### src/rtl/isp_awb_gain_calc.sv
// Gray-world AWB: sums R/G/B over each frame, then divides in vblank to get Q8.31 gains.
// Optional ISP_AWB_SAT_EXCL_EN drops pixels with any component >= SAT_TH from all sums.
module isp_awb_gain_calc #(
  parameter int         WIDTH  = 1936,
  parameter int         HEIGHT = 1080,
  parameter int         ACC_W  = 32,
  parameter logic [7:0] SAT_TH = 8'd250
) (
  input  logic        clk,
  input  logic        rst_n,
  input  logic [23:0] per_img_data,
  input  logic        per_img_clken,
  input  logic        in_vsync,
  output logic [38:0] gain_r,
  output logic [38:0] gain_g,
  output logic [38:0] gain_b,
  output logic        gain_valid,
  output logic        busy
);

  localparam int               NUM_W     = ACC_W + 31;
  localparam int               CNT_W     = $clog2(NUM_W);
  localparam logic [CNT_W-1:0] LAST_STEP = CNT_W'(NUM_W - 1);
  localparam logic [38:0]      GAIN_ONE  = 39'h0_8000_0000;
  localparam logic [38:0]      GAIN_MAX  = 39'h7F_FFFF_FFFF;

  if (64'(255) * 64'(WIDTH) * 64'(HEIGHT) >= (64'd1 << ACC_W)) begin : g_acc_chk
    $error("ACC_W too narrow for a full frame of 8-bit pixels");
  end
  if (SAT_TH == 8'd0) begin : g_sat_chk
    $error("SAT_TH of zero would exclude every pixel");
  end

  typedef enum logic [1:0] {IDLE, DIV_R, DIV_B, UPDATE} state_t;

  state_t             state, state_nxt;
  logic               vsync_d;
  logic               rise, fall, pix_en, last_step;
  logic [ACC_W-1:0]   sum_r, sum_g, sum_b;
  logic [ACC_W-1:0]   snap_r, snap_g, snap_b;
  logic [ACC_W-1:0]   rem, rem_nxt, den;
  logic [NUM_W-1:0]   dq, dq_nxt;
  logic [ACC_W:0]     trial, diff;
  logic               q_bit;
  logic [CNT_W-1:0]   cnt;
  logic [38:0]        res_r;

  assign rise = in_vsync & ~vsync_d;
  assign fall = ~in_vsync & vsync_d;

`ifdef ISP_AWB_SAT_EXCL_EN
  assign pix_en = in_vsync & per_img_clken &
                  (per_img_data[23:16] < SAT_TH) &
                  (per_img_data[15:8]  < SAT_TH) &
                  (per_img_data[7:0]   < SAT_TH);
`else
  assign pix_en = in_vsync & per_img_clken;
`endif

  function automatic logic [ACC_W-1:0] sat_add(input logic [ACC_W-1:0] sum,
                                               input logic [7:0] comp);
    logic [ACC_W:0] t;
    t = {1'b0, sum} + {{(ACC_W-7){1'b0}}, comp};
    return t[ACC_W] ? {ACC_W{1'b1}} : t[ACC_W-1:0];
  endfunction

  function automatic logic [38:0] gain_of(input logic [NUM_W-1:0] q,
                                          input logic [ACC_W-1:0] d);
    if (d == '0)
      return GAIN_ONE;
    else if (|q[NUM_W-1:39])
      return GAIN_MAX;
    else
      return q[38:0];
  endfunction

  // One restoring-division step: shift the next numerator bit into the
  // partial remainder, subtract when it fits, and shift the quotient bit in.
  assign den       = (state == DIV_B) ? snap_b : snap_r;
  assign trial     = {rem, dq[NUM_W-1]};
  assign diff      = trial - {1'b0, den};
  assign q_bit     = (trial >= {1'b0, den});
  assign rem_nxt   = q_bit ? diff[ACC_W-1:0] : trial[ACC_W-1:0];
  assign dq_nxt    = {dq[NUM_W-2:0], q_bit};
  assign last_step = (cnt == LAST_STEP);

  assign busy   = (state != IDLE);
  assign gain_g = GAIN_ONE;

  always_ff @(posedge clk or negedge rst_n) begin
    if (!rst_n) state <= IDLE;
    else        state <= state_nxt;
  end

  always_comb begin
    state_nxt = state;
    case (state)
      IDLE:    if (fall)      state_nxt = DIV_R;
      DIV_R:   if (last_step) state_nxt = DIV_B;
      DIV_B:   if (last_step) state_nxt = UPDATE;
      UPDATE:                 state_nxt = IDLE;
      default:                state_nxt = IDLE;
    endcase
  end

  // Accumulators run regardless of divider state so the next frame is never lost.
  always_ff @(posedge clk or negedge rst_n) begin
    if (!rst_n) begin
      vsync_d <= 1'b0;
      sum_r   <= '0;
      sum_g   <= '0;
      sum_b   <= '0;
    end else begin
      vsync_d <= in_vsync;
      if (rise) begin
        sum_r <= '0;
        sum_g <= '0;
        sum_b <= '0;
      end else if (pix_en) begin
        sum_r <= sat_add(sum_r, per_img_data[23:16]);
        sum_g <= sat_add(sum_g, per_img_data[15:8]);
        sum_b <= sat_add(sum_b, per_img_data[7:0]);
      end
    end
  end

  always_ff @(posedge clk or negedge rst_n) begin
    if (!rst_n) begin
      snap_r     <= '0;
      snap_g     <= '0;
      snap_b     <= '0;
      rem        <= '0;
      dq         <= '0;
      cnt        <= '0;
      res_r      <= GAIN_ONE;
      gain_r     <= GAIN_ONE;
      gain_b     <= GAIN_ONE;
      gain_valid <= 1'b0;
    end else begin
      gain_valid <= 1'b0;
      case (state)
        IDLE: begin
          if (fall) begin
            snap_r <= sum_r;
            snap_g <= sum_g;
            snap_b <= sum_b;
            rem    <= '0;
            dq     <= {sum_g, 31'b0};
            cnt    <= '0;
          end
        end
        DIV_R: begin
          if (last_step) begin
            res_r <= gain_of(dq_nxt, snap_r);
            rem   <= '0;
            dq    <= {snap_g, 31'b0};
            cnt   <= '0;
          end else begin
            rem <= rem_nxt;
            dq  <= dq_nxt;
            cnt <= cnt + 1'b1;
          end
        end
        DIV_B: begin
          rem <= rem_nxt;
          dq  <= dq_nxt;
          cnt <= last_step ? '0 : cnt + 1'b1;
        end
        UPDATE: begin
          gain_r     <= res_r;
          gain_b     <= gain_of(dq, snap_b);
          gain_valid <= 1'b1;
        end
        default: ;
      endcase
    end
  end

endmodule
### config.mk
export PLATFORM = sky130hd
export DESIGN_NAME = isp_awb_gain_calc
export DESIGN_NICKNAME = d
export VERILOG_FILES = /design/src/rtl/isp_awb_gain_calc.sv
export SDC_FILE = /design/constraint.sdc
export NUM_CORES = 1
export LEC_CHECK = 0
export ABC_AREA = 1
export BUFFER_PORTS_ARGS = -buffer_cell sky130_fd_sc_hd__buf_2
export CAP_MARGIN = 20
export CORE_MARGIN = 3
export CORE_UTILIZATION = 56
export CTS_CLUSTER_SIZE = 25
export DETAILED_ROUTE_END_ITERATION = 7
export PLACE_DENSITY = 0.86
export SLEW_MARGIN = 20
export SYNTH_ARGS = -nofsm -noshare
export SYNTH_HDL_FRONTEND = slang
export SYNTH_SLANG_ARGS = --single-unit
export TNS_END_PERCENT = 5
### constraint.sdc
create_clock -name clk -period 3 [get_ports clk]
set_input_delay 0.6 -clock clk [delete_from_list [all_inputs] [get_ports clk]]
set_output_delay 0.6 -clock clk [all_outputs]
set_load 0.005 [all_outputs]
==> results of run 1 <==
==> through the flow <==
stage	hold slack (ps)	setup TNS (ps)	cells	worst slack, ps
2_1_floorplan	304.4	0	3219	93.96
3_3_place_gp	459.0	0	3786	31.17
3_5_place_dp	461.7	0	3786	9.845
4_1_cts	203.8	0	3867	72.85
5_1_grt	214.8	-190.2	3896	-38.50
6_report	231.6	0	3896	50.75
==> cell usage after synthesis (all sizes together) <==
cell and n:
fa 4, o21a 2, dfrtp 411, nor2 168, a21oi 88, nor3 37
nand3b 19, a21o 2, xnor2 22, nand2 1017, and2 4, nor4 24
nand3 219, xor2 16, o21ai 265, conb 2, o21bai 2, o22ai 71
o221ai 32, and3 5, a22oi 1, and3b 1, dfstp 3, o211ai 4
inv 429, buf 79, mux2 38, a31oi 1, nand4 46, mux2i 24
or2 3, clkbuf 81, ha 62
==> critical path: stages, from the launching register on <==
cell     delay [ps]
dfrtp_1         420
ha_4            200
buf_12          150
buf_6           140
mux2i_4         190
ha_1            380
nand2_2          90
nor2_2          140
nand2_1         110
nor2_2          130
nand2_1          80
nand2_2          90
nor2_4           50
buf_12          140
buf_6           120
nand2_4          70
buf_4           120
nand3_1          80
nand2_1          90
nand2_1          50
==> cell type report <==
class / count / area, µm²
well taps: 532 / 665.6
fillers: 3161 / 13870
clock inverters: 13 / 249.0
inverters: 429 / 1610
flip-flops and latches: 414 / 10360
repair buffers: 224 / 1826
multi-input cells: 2217 / 11460
clock buffers: 67 / 1349
==> registers in the layout, summed over array words and instances, names as in the netlist, 39 cells and up <==
name / cells
dq: 63
gain_b: 39
gain_r: 39
res_r: 39
==> power by group <==
group | internal, mW | switching, mW | total, mW
combinational | 0.603 | 1.07 | 1.67
sequential | 5.78 | 0.219 | 6.00
clock | 3.64 | 2.34 | 5.98
total | 10.0 | 3.62 | 13.6
==> worst max path at each step <==
stage	start	endpoint	slack, ps	depth (start not counted)
after floorplan	state[0]	rem[12]	90	20
after global placement	state[0]	rem[14]	30	17
after detailed placement	state[0]	rem[12]	10	17
after CTS	state[0]	rem[14]	70	17
after global routing	state[0]	rem[12]	-40	19
final	state[1]	rem[25]	50	19
==> metal layers <==
layer	global-route usage	share of wire	up-vias
met5	0	0	-
li1	-	-	10520
met3	0.05342	0.099	276
met1	0.3971	0.39	10550
met4	0.1409	0.049	0
met2	0.4831	0.46	1261
==> logic make-up (layout without fill, tap and decap cells) <==
logic type / count (synthesis) / count (layout) / synth area share
compound gates: 468 / 468 / 0.1095
fa+ha+maj: 66 / 66 / 0.03597
buf+inv: 589 / 733 / 0.1035
other cells: 2 / 39 / 0.0003156
simple gates: 1543 / 1544 / 0.2731
mux: 62 / 62 / 0.02808
flops: 414 / 414 / 0.4355
xor+xnor: 38 / 38 / 0.01399
==> placed cells by master, fill, tap and decap left out, types with 8 or more instances in the layout <==
master,netlist,routed
nand4_1,42,42
mux2_2,38,38
nor3_1,33,32
o21ai_0,242,242
inv_2,6,11
clkbuf_8,0,14
xnor2_1,22,22
conb_1,2,39
dfrtp_1,411,411
mux2i_2,0,11
a21oi_1,86,81
nor4_1,23,23
o221ai_1,32,32
nor2_1,164,148
buf_4,43,81
nor2_2,3,18
mux2i_1,24,11
nand3_1,217,216
o22ai_1,71,71
clkbuf_16,0,49
nand2_2,5,30
xor2_1,16,16
nand2_1,1011,983
ha_1,62,55
buf_2,24,106
buf_12,0,23
clkbuf_1,81,8
nand3b_1,19,19
o21ai_1,20,19
inv_1,423,418
==> timing repair <==
item | 4_1_cts | 5_1_grt
pin swaps | 0 | 33
endpoints found under the hold margin | 23 | 0
resized for setup | 1 | 92
setup endpoints to repair | 4 | 34
setup buffers | 0 | 24
gates cloned | 0 | 5
hold buffers | 1 | 0
==> results.cfg, run 1 <==
[run_status]
outcome = finished clean

[timing]
fin_crit_sh = 0.9831
slew_viol_final = 0
max_freq_mhz = 339.1
slew_headroom = 0.3747
final_hold_viol_count = 0
fin_crit_ps = 2949
rsz0062_at_grt = true
finalSetupViolations = 0
clock_skew_ps = 27.41
tightest_slew_ps = 938.0

[critical_path]
required_ps = 3480
timing.rr.start = state[1]
r2r_end = rem[25]
cp-end-kind = flip-flop
cp_max_fo = 6
reg2reg_depth = 19
crit_arrival_ps = 3430
reg2reg_setup_slack_ps = 50
crit_type = reg -> reg
cp-start-kind = flip-flop

[job]
cap_violations = 0

[min_path]
hold_depth = 1
hold_path.class = in -> reg
min_from = in_vsync
hold_end = vsync_d

[placement]
place_congestion = 1.012
placed_area_um2 = 25220
port_buffers = 107
dp_hpwl_um = 47430

[layout]
fin_util = 0.6650
drive_gt1_frac = 0.1335
synthToLayoutAreaGrowth_pct = 15.66
final_area_um2 = 27520
antenna_cells = 0
layout.nets = 3424

[floorplanning]
core_area_um2 = 41390
fp.dieArea_um2 = 45000
rows = 74
fp.dieH_um = 212.1
die_w_um = 212.1
initial_core_util = 0.5749
io-pin-count = 147

[clocking]
clock_sinks = 414
clk-insertion-delay-late_ps = 590
htree_levels = 2
numCtsBuffers = 44
root_buffer = clkbuf_16
path_clk_slew_ps = 60
cts_tree = yes
clockBufferDepth = 3

[routing]
ant_nets = 0
drtPass1Iterations = 6
num_vias = 22600
drc = 0
wl_per_cell_um = 17.90
drt_wl_total_um = 69740
vias_per_cell = 5.801
first_iter_violations = 2803

[logic_synthesis]
synth-seq-area-share = 0.4355
synthDistinctLibCells = 51
synth_area_leaders = dfrtp_1, nand2_1, inv_1
syn-instance-count = 3182
avgSynthCellArea_um2 = 7.478
synth_top_area_share = 0.4322
netlist_area_um2 = 23800
synth_seq_cells = 414
ys_warn_count = 0
synth_top_area_cell = dfrtp_1

[grt]
antenna_found_initial = 0
globalRouteTotalUtil = 0.3001
grt_pass1_vias = 21800
grt_pass1_wl_um = 109500
overflow = 0
grt_start_max_net_pins = 104

[power]
total_power_mw = 13.65
ir_drop_mv = 0.4415
power_leakage_nw = 14.36
power_density_nw_per_um2 = 495.9
Power figures use the tool's default switching activity.
==> run 2: changes to the inputs <==
--- a/config.mk
+++ b/config.mk
@@ -9,10 +9,11 @@
 export BUFFER_PORTS_ARGS = -buffer_cell sky130_fd_sc_hd__buf_2
 export CAP_MARGIN = 20
 export CORE_MARGIN = 3
-export CORE_UTILIZATION = 56
+export CORE_UTILIZATION = 62
 export CTS_CLUSTER_SIZE = 25
 export DETAILED_ROUTE_END_ITERATION = 7
-export PLACE_DENSITY = 0.86
+export PLACE_DENSITY = 0.9
+export SETUP_SLACK_MARGIN = 0.15
 export SLEW_MARGIN = 20
 export SYNTH_ARGS = -nofsm -noshare
 export SYNTH_HDL_FRONTEND = slang
==> constraint.sdc (replaced) <==
create_clock -name clk -period 3.3 [get_ports clk]
set_input_delay 0.66 -clock clk [delete_from_list [all_inputs] [get_ports clk]]
set_output_delay 0.66 -clock clk [all_outputs]
set_load 0.005 [all_outputs]
==> run 2 against run 1 <==
Clock skew shrank 6.5 ps; flip-flop and latch count is the same; clock power shrank 17%; first-iteration DRC count shrank 22%; clock-buffer cell count shrank 8; highest routed layer unchanged; global-route usage grew 2.4 points.
==> results.cfg, run 2 (synthesis gave the netlist of run 1 again) <==
[run_status]
outcome = finished clean

[routing]
drc = 0
num_vias = 22210
drt_wl_total_um = 66780
vias_per_cell = 5.827
drtPass1Iterations = 6
first_iter_violations = 2184
ant_nets = 0
wl_per_cell_um = 17.52

[clocking]
numCtsBuffers = 43
clockBufferDepth = 3
root_buffer = clkbuf_16
clock_sinks = 414
cts_tree = yes
path_clk_slew_ps = 60
clk-insertion-delay-late_ps = 590
htree_levels = 2
cts_hold_buffers = 0

[layout]
fin_cells = 3811
synthToLayoutAreaGrowth_pct = 10.64
largest_reg_flops = 63
regMostFlops = dq
drive_gt1_frac = 0.09758
antenna_cells = 0
final_common_cell = nand2_1
fin_util = 0.6973
final_cell_mix = nand2_1, inv_1, dfrtp_1
layout.nets = 3359

[critical_path]
cp-start-kind = flip-flop
crit_type = reg -> reg
cp-end-kind = flip-flop
cp_max_fo = 20
worstPathCellList = inv_1, ha_4, buf_6, o21ai_0, ha_1, nand2_1, nor2_2, nand3_1, nand3_2, nand2_1, nand2_1, nand2_2, nand2_8, buf_12, nand2_1, nand3_1, o21ai_1
required_ps = 3720
r2r_end = rem[5]
crit_end = rem[5]
critical-path-max-stage-delay_ps = 370
crit_arrival_ps = 3440
reg2reg_setup_slack_ps = 290
critPathLaunch = state[0]
critPathBufInv = 3
cpMostUsedCell = nand2_1
timing.rr.start = state[0]
reg2reg_depth = 17
crit_cells = 17
crit_slowest_cell = dfrtp_1
critPathTopFamily = simple AND/OR/NAND/NOR gates

[grt]
globalRouteTotalUtil = 0.3242
overflow = 0
antenna_found_initial = 0
grt_pass1_wl_um = 108500
grt_start_max_net_pins = 104
grt_pass1_vias = 21210

[power]
seqPwrFrac = 0.459
internal-power_mw = 8.543
power_leakage_nw = 13.89
sw_frac_of_total = 0.2792
ir_drop_mv = 0.4086
power_frac_comb = 0.121
power_density_nw_per_um2 = 450.2
power.switching_mw = 3.309
clockPowerShare = 0.419

[timing]
slew_headroom = 0.3191
slew_viol_final = 0
clock_skew_ps = 20.92
final_hold_viol_count = 0
rsz0062_at_grt = true
fin_crit_sh = 0.9132
finalSetupViolations = 0
fin_crit_ps = 3013
max_freq_mhz = 331.8
tns_ps = 0
tightest_slew_ps = 1021

[job]
cap_violations = 0

[floorplanning]
die_w_um = 201.9
io-pin-count = 147
core_area_um2 = 37760
rows = 71
fp.dieArea_um2 = 40770
fp.dieH_um = 201.9
initial_core_util = 0.6303

[min_path]
hold_path.class = in -> async

[placement]
dp_cells = 3731
port_buffers = 107
dp_hpwl_um = 46110
place_congestion = 1.026
==> run 2: cell count changes in the layout (fill, tap and decap cells not counted), sizes merged <==
cell,previous run,this run
buf,219,161
clkbuf,71,59
clkinv,4,11
bufinv,6,2
clkinvlp,0,3
inv,432,434
dlygate4sd3,1,0
nand2,1018,1017
==> run 2: worst min-delay path by stage <==
stage                     startpoint          to  slack [ps]  cells after the start
final                          rst_n  snap_g[12]          50                      1
after global routing           rst_n  snap_g[12]         100                      1
after CTS                      rst_n  snap_g[12]          60                      1
after detailed placement    res_r[4]    res_r[4]         460                      2
after global placement      res_r[6]    res_r[6]         460                      2
after floorplan                rst_n      cnt[0]         360                      0
==> run 2: worst reg2reg max path, stage by stage, from the launching register on <==
cell and delay [ps]:
dfrtp_1 370, inv_1 140, ha_4 220, buf_6 200
o21ai_0 140, ha_1 370, nand2_1 120, nor2_2 190
nand3_1 110, nand3_2 120, nand2_1 80, nand2_1 90
nand2_2 120, nand2_8 140, buf_12 180, nand2_1 90
nand3_1 80, o21ai_1 80
==> run 2: power by group through the flow <==
| stage | combinational (mW) | sequential (mW) | clock, mW |
|---|---|---|---|
| final | 1.44 | 5.44 | 4.97 |
| after CTS | 1.42 | 5.43 | 5.01 |
| after floorplan | 1.03 | 5.46 | 0 |
| after detailed placement | 1.39 | 5.52 | 0 |
| after global placement | 1.36 | 5.52 | 0 |
| after global routing | 1.62 | 5.46 | 5.23 |
==> run 2: area by class of cell <==
cell class | instances | area [µm²]
clock inverter | 21 | 221.5
inverter | 429 | 1610
timing repair buffer | 161 | 1082
tap | 511 | 639.4
sequential | 414 | 10360
multi-input combinational | 2216 | 11190
clock buffer | 59 | 1216
fill | 2940 | 11430
==> run 2: layer usage <==
metal,vias up,global-route usage,share of wire
met5,-,0,0
met1,10360,0.4380,0.40
met2,1225,0.5248,0.46
met4,0,0.1438,0.046
li1,10380,-,-
met3,237,0.04767,0.091
==> run 2: timing repair <==
| action | 4_1_cts | 5_1_grt |
|---|---|---|
| gates resized for setup | 0 | 17 |
| setup buffers | 0 | 0 |
| endpoints found under the setup margin | 0 | 33 |
==> run 2: stage by stage <==
step	hold WS, ps	power, mW	setup WS [ps]	cell area [µm²]
2_1_floorplan	364.4	6.482	293.0	23930
3_3_place_gp	457.5	6.880	301.8	24820
3_5_place_dp	460.0	6.918	266.9	24820
4_1_cts	57.49	11.87	194.8	26260
5_1_grt	95.47	12.31	132.7	26330
6_report	49.44	11.85	286.5	26330
